## src/rtl/muldiv_unit.sv

```systemverilog
// Iterative RV32M multiply/divide unit, one result bit per cycle.
// Multiply is shift-add over a 2*WIDTH product held in hi/lo; divide is
// restoring over a WIDTH+1-bit partial remainder reusing the same hi/lo pair.
// Build option: define MULDIV_DIV_EN to compile the divider; without it,
// divide ops complete in two cycles with Result=0 and Illegal=1.
module muldiv_unit #(
   parameter int unsigned WIDTH = 32
) (
   input  logic             clk,
   input  logic             reset,
   input  logic             Start,
   input  logic [2:0]       funct3,
   input  logic [WIDTH-1:0] SrcA,
   input  logic [WIDTH-1:0] SrcB,
   output logic             Busy,
   output logic             Done,
   output logic [WIDTH-1:0] Result,
   output logic             Illegal
);

   localparam int unsigned     CntW    = $clog2(WIDTH);
   localparam logic [CntW-1:0] LastCnt = CntW'(WIDTH - 1);
`ifdef MULDIV_DIV_EN
   localparam logic [WIDTH-1:0] MinNeg = {1'b1, {(WIDTH-1){1'b0}}};
`endif

   typedef enum logic [1:0] {StIdle, StCalc, StFix, StDone} state_e;

   state_e           state_q;
   logic [2:0]       op_q;
   logic [WIDTH-1:0] opnd_q;     // multiplicand magnitude, or divisor magnitude
   logic [WIDTH-1:0] hi_q;       // product high half, or partial remainder
   logic [WIDTH-1:0] lo_q;       // multiplier/product low half, or dividend/quotient
   logic [CntW-1:0]  cnt_q;
   logic             neg_a_q;
   logic             neg_b_q;

   logic             sign_a_in;
   logic             sign_b_in;
   logic             neg_a_in;
   logic             neg_b_in;
   logic             special_in;
   logic [WIDTH-1:0] mag_a_in;
   logic [WIDTH-1:0] mag_b_in;
   logic [WIDTH-1:0] spec_hi;
   logic [WIDTH-1:0] spec_lo;

   logic [WIDTH:0]   mul_sum;
   logic [WIDTH-1:0] step_hi;
   logic [WIDTH-1:0] step_lo;

   logic [2*WIDTH-1:0] prod_fix;
   logic [WIDTH-1:0]   mul_res;
   logic [WIDTH-1:0]   fix_res;
   logic               fix_ill;

`ifdef MULDIV_DIV_EN
   logic [WIDTH:0]   div_shift;
   logic [WIDTH:0]   div_trial;
   logic [WIDTH-1:0] quo_fix;
   logic [WIDTH-1:0] rem_fix;
`endif

   // Decode operand signedness at issue, take magnitudes, and spot the fast-path divides
   always_comb begin
      sign_a_in  = 1'b0;
      sign_b_in  = 1'b0;
      special_in = 1'b0;
      spec_hi    = '0;
      spec_lo    = '0;
      if (funct3[2]) begin
         // DIV (100) and REM (110) are the signed divides
         sign_a_in = ~funct3[0];
         sign_b_in = ~funct3[0];
      end else begin
         sign_a_in = (funct3[1:0] == 2'b01) || (funct3[1:0] == 2'b10);
         sign_b_in = (funct3[1:0] == 2'b01);
      end
      neg_a_in = sign_a_in & SrcA[WIDTH-1];
      neg_b_in = sign_b_in & SrcB[WIDTH-1];
      mag_a_in = neg_a_in ? -SrcA : SrcA;
      mag_b_in = neg_b_in ? -SrcB : SrcB;
`ifdef MULDIV_DIV_EN
      // Fast paths preload quotient into lo and remainder into hi so FIX passes them through
      if (funct3[2] && (SrcB == '0)) begin
         special_in = 1'b1;
         spec_hi    = SrcA;
         spec_lo    = '1;
      end else if (funct3[2] && sign_a_in && (SrcA == MinNeg) && (SrcB == '1)) begin
         special_in = 1'b1;
         spec_hi    = '0;
         spec_lo    = SrcA;
      end
`else
      // Without the divider every divide op goes straight to FIX and is flagged there
      special_in = funct3[2];
`endif
   end

   assign mul_sum = {1'b0, hi_q} + ({1'b0, opnd_q} & {(WIDTH+1){lo_q[0]}});

`ifdef MULDIV_DIV_EN
   assign div_shift = {hi_q, lo_q[WIDTH-1]};
   assign div_trial = div_shift - {1'b0, opnd_q};
`endif

   // One iteration of shift-add multiply or restoring divide
   always_comb begin
      step_hi = mul_sum[WIDTH:1];
      step_lo = {mul_sum[0], lo_q[WIDTH-1:1]};
`ifdef MULDIV_DIV_EN
      if (op_q[2]) begin
         if (!div_trial[WIDTH]) begin
            step_hi = div_trial[WIDTH-1:0];
            step_lo = {lo_q[WIDTH-2:0], 1'b1};
         end else begin
            step_hi = div_shift[WIDTH-1:0];
            step_lo = {lo_q[WIDTH-2:0], 1'b0};
         end
      end
`endif
   end

   // Sign correction and result selection applied in FIX
   always_comb begin
      prod_fix = {hi_q, lo_q};
      if (neg_a_q ^ neg_b_q) begin
         prod_fix = -{hi_q, lo_q};
      end
      mul_res = (op_q[1:0] == 2'b00) ? prod_fix[WIDTH-1:0] : prod_fix[2*WIDTH-1:WIDTH];
      fix_res = mul_res;
      fix_ill = 1'b0;
`ifdef MULDIV_DIV_EN
      quo_fix = (neg_a_q ^ neg_b_q) ? -lo_q : lo_q;
      rem_fix = neg_a_q ? -hi_q : hi_q;
      if (op_q[2]) begin
         fix_res = op_q[1] ? rem_fix : quo_fix;
      end
`else
      if (op_q[2]) begin
         fix_res = '0;
         fix_ill = 1'b1;
      end
`endif
   end

   // Control FSM, datapath registers and registered outputs
   always_ff @(posedge clk) begin
      if (reset) begin
         state_q <= StIdle;
         op_q    <= '0;
         opnd_q  <= '0;
         hi_q    <= '0;
         lo_q    <= '0;
         cnt_q   <= '0;
         neg_a_q <= 1'b0;
         neg_b_q <= 1'b0;
         Busy    <= 1'b0;
         Done    <= 1'b0;
         Result  <= '0;
         Illegal <= 1'b0;
      end else begin
         case (state_q)
            StIdle, StDone: begin
               Done <= 1'b0;
               if (Start) begin
                  op_q  <= funct3;
                  cnt_q <= '0;
                  Busy  <= 1'b1;
                  if (special_in) begin
                     state_q <= StFix;
                     opnd_q  <= '0;
                     neg_a_q <= 1'b0;
                     neg_b_q <= 1'b0;
                     hi_q    <= spec_hi;
                     lo_q    <= spec_lo;
                  end else begin
                     state_q <= StCalc;
                     neg_a_q <= neg_a_in;
                     neg_b_q <= neg_b_in;
                     hi_q    <= '0;
                     if (funct3[2]) begin
                        opnd_q <= mag_b_in;
                        lo_q   <= mag_a_in;
                     end else begin
                        opnd_q <= mag_a_in;
                        lo_q   <= mag_b_in;
                     end
                  end
               end else begin
                  state_q <= StIdle;
               end
            end
            StCalc: begin
               hi_q  <= step_hi;
               lo_q  <= step_lo;
               cnt_q <= cnt_q + CntW'(1);
               if (cnt_q == LastCnt) begin
                  state_q <= StFix;
               end
            end
            StFix: begin
               state_q <= StDone;
               Busy    <= 1'b0;
               Done    <= 1'b1;
               Result  <= fix_res;
               Illegal <= fix_ill;
            end
            default: begin
               state_q <= StIdle;
            end
         endcase
      end
   end

endmodule

```

## config.mk

```make
export PLATFORM = sky130hd
export DESIGN_NAME = muldiv_unit
export DESIGN_NICKNAME = d
export VERILOG_FILES = /design/src/rtl/muldiv_unit.sv
export SDC_FILE = /design/constraint.sdc
export NUM_CORES = 1
export LEC_CHECK = 0
export BUFFER_PORTS_ARGS = -buffer_cell sky130_fd_sc_hd__buf_2
export CAP_MARGIN = 20
export CORE_ASPECT_RATIO = 2
export CORE_MARGIN = 8
export CORE_UTILIZATION = 40
export DETAILED_ROUTE_END_ITERATION = 10
export PLACE_DENSITY_LB_ADDON = 0.05
export SLEW_MARGIN = 40
export SYNTH_ARGS = -nofsm -noshare
export SYNTH_HDL_FRONTEND = slang
export SYNTH_SLANG_ARGS = --single-unit
```

## constraint.sdc

```tcl
create_clock -name clk -period 4.5 [get_ports clk]
set_input_delay 0.225 -clock clk [delete_from_list [all_inputs] [get_ports clk]]
set_output_delay 0.225 -clock clk [all_outputs]
set_load 0.01 [all_outputs]
```

==> metrics.txt <==
clock power share 30.3%; CP required 4.84 ns; Switching Share 40.50%; Hold Path Origin funct3[1]; core area 23820 um2; CTS root buf clkbuf_16; # setup viols final 0; asr flop ratio synth 0%; Gate power share 38.0%; CP Class reg2reg; number of antenna-violating nets in the routed design 0; port bufs 104; max-slew violations 0; post-layout net count 1397; Placed Cells 1553; # rows 80; Post-synth top flop dfxtp_1; CP most frequent cell a211o_1; die width 126.0 um; Worst Hold Depth 3; Area Overhead vs Synth 15.11%; Peak VDD IR 335.6 uV; EDFF count, synth 0; Post-CTS Setup Inserts 0; initial antenna violation count 0; RSZ-0062 raised after global routing no; CP arrival 3.90 ns; Post-Syn Area per Cell 8.020 um2; DIE AREA 29710 um2; DRT iter0 DRCs 596; Max Cap Violations 0; Global Route Usage Sum 20.92%; Worst-Margin Slew 0.8393 ns; DRC Markers 0; CTS resizes 0; DR vias 9242; setup tns final 0 ns; Die Y 235.9 um; final WL 30820 um; clock sinks 143; reg2reg start lo_q[0]$_SDFFE_PP0P_; Yosys warning total 0; Final WS setup 0.9362 ns; clk_skew 0.007697 ns; Slowest-stage cell, CP a221oi_1; internal power 0.002924 W; R2R Setup Slk 0.94 ns; Hold Path Class in2reg; worst r2r dst hi_q[28]$_SDFFE_PP0P_; most frequent cells in the layout 171 x nor2_1, 143 x dfxtp_1, 103 x buf_2; max_slew headroom 43.67%; CP Max Fanout 33; number of cells on the worst reg-to-reg path 12; Setup WS pre-CTS 0.9511 ns; CP max stage delay 0.62 ns; Max Freq 280.6 MHz; # IOs 105; Clock Pin Slew Worst Setup and Hold Paths 0.06 ns; CP endpoint kind register; CTS tree yes; shortest period the worst path allows 3.564 ns; drt wl/cell 19.43 um; TritonRoute pass-1 iters 8; cts hold-fix bufs 0; H-tree levels 4; distinct cell type count after synthesis 70; Worst Hold Path EP op_q[1]$_SDFFE_PP0P_; Power Dens Cells 441.5 nW/um2; Final Non-Filler Cells 1586; largest net degree at the start of global routing 60; fraction of the cycle the final worst path needs 79.20%; clock latency on the worst-skew pair 0.44 ns; sequential fraction of the synthesis area 29.60%; grt total ovfl 0; Final Hold Fails 0; layout cells sized above 1 14.79%; Post-Syn Instances 1206; crit path buf inv count 1; status completed; CTS Buf Count 17; critical-path cell list buf_4, and2_1, ha_1, a211o_1, o211ai_1, a221oi_1, a21boi_1, o21ai_1, a211o_1, a211oi_1, mux2i_1, a221o_1; fin util 46.73%; Starting Density 40.60%; static leakage power 4.772 nW; startpoint types register; cell area after synthesis 9672 um2; Net Sw Power 0.001991 W; commonest non-fill, non-tap cell in the layout nor2_1; Vias/cell 5.827; CTS max path bufs 2; gpl congestion 0.9072; DPL Wire Length 24020 um; vias in the first global route 9268; Flop pwr share 31.7%; delay-heaviest family, CP compound AO/OA/AOI/OAI gates; first-pass GRT wire length 49580 um; Syn Nets 1318; flops & latches, synth 143
## worst max path at each step
stage | slack, ns | cells past startpoint | end | from
global route | 0.65 | 12 | hi_q[28]$_SDFFE_PP0P_ | lo_q[0]$_SDFFE_PP0P_
detailed placement | 0.95 | 12 | hi_q[28]$_SDFFE_PP0P_ | lo_q[0]$_SDFFE_PP0P_
global placement | 1.02 | 12 | hi_q[28]$_SDFFE_PP0P_ | lo_q[0]$_SDFFE_PP0P_
finish | 0.94 | 12 | hi_q[28]$_SDFFE_PP0P_ | lo_q[0]$_SDFFE_PP0P_
CTS | 0.93 | 12 | hi_q[28]$_SDFFE_PP0P_ | lo_q[0]$_SDFFE_PP0P_
floorplan | 1.22 | 14 | hi_q[30]$_SDFFE_PP0P_ | lo_q[0]$_SDFFE_PP0P_
## metrics by stage
stage,hold WS (ns),instance area [um2],total power [W]
after floorplan,0.3610,9672,0.002764
after global placement,0.4373,10500,0.003450
after detailed placement,0.4395,10500,0.003460
after CTS,0.02485,11120,0.004959
after global routing,0.05473,11130,0.005195
final,0.04216,11130,0.004915
## worst reg2reg max path, cell delays in order, from the launching register on
cell and delay (ns):
dfxtp_1 0.42, buf_4 0.31, and2_1 0.18, ha_1 0.22, a211o_1 0.13, o211ai_1 0.16
a221oi_1 0.63, a21boi_1 0.21, o21ai_1 0.41, a211o_1 0.29, a211oi_1 0.12, mux2i_1 0.13
a221o_1 0.26
## synth_stat cells, drive strengths merged, types with 6 or more instances
cell	n	share of area, %
a211oi	7	0.54
a21o	15	1.2
a21oi	80	4.2
a222oi	31	3.2
a22o	17	1.5
a22oi	62	4.8
a31oi	15	0.97
and2	37	2.4
and3	9	0.58
buf	7	0.31
clkbuf	57	2.2
dfxtp	143	30
ha	41	5.3
inv	32	1.2
nand2	63	2.4
nand2b	10	0.65
nand3	10	0.52
nand3b	6	0.47
nand4	8	0.65
nor2	174	6.8
nor2b	9	0.66
nor3	30	1.8
nor4	12	0.97
o211ai	6	0.47
o21ai	78	4.1
o21bai	7	0.54
o31ai	19	1.5
o41ai	7	0.94
or3	12	0.88
or4	9	0.78
xnor2	69	6.2
xor2	76	6.9
## state kept, by name, indices dropped and copies added, names as in the netlist
| register | count |
|---|---|
| op_q | 3 |
| Result | 32 |
| Illegal | 1 |
| hi_q | 32 |
| neg_b_q | 1 |
| opnd_q | 32 |
| state_q | 2 |
| neg_a_q | 1 |
| cnt_q | 5 |
| Busy | 1 |
| lo_q | 32 |
| Done | 1 |
## logic make-up after synthesis
logic type | count (synthesis) | share of synthesized area (%)
AO/OA/AOI/OAI | 377 | 27.05
XOR/XNOR | 145 | 13.13
adder cells (fa/ha/maj) | 42 | 5.511
buffers and inverters | 96 | 3.765
flip-flops | 143 | 29.60
multiplexers | 5 | 0.5175
AND/OR/NAND/NOR | 398 | 20.43
## routing by layer
layer	global-route usage (%)	up-vias	wire [um]
met2	40.20	252	16820
met4	9.284	0	1213
met5	0	-	0
met3	4.113	45	1250
met1	20.99	4376	11540
li1	-	4569	-
## power by group through the flow
stage               combinational (W)  clock, W  sequential (W)
floorplan                     0.00121         0         0.00155
global placement              0.00187         0         0.00158
detailed placement            0.00188         0         0.00158
CTS                           0.00188   0.00152         0.00156
global route                  0.00205   0.00157         0.00158
finish                        0.00187   0.00149         0.00156
## area by class of cell
cell class | instances | area, um2
inverters | 32 | 120.1
multi-input cells | 967 | 6497
fillers | 2441 | 12690
diodes | 1 | 2.502
repair buffers | 124 | 673.1
flip-flops and latches | 143 | 2863
well taps | 287 | 359.1
clock buffers | 22 | 484.2
clock inverters | 10 | 133.9
No activity file was read; power rests on OpenSTA's default activity.
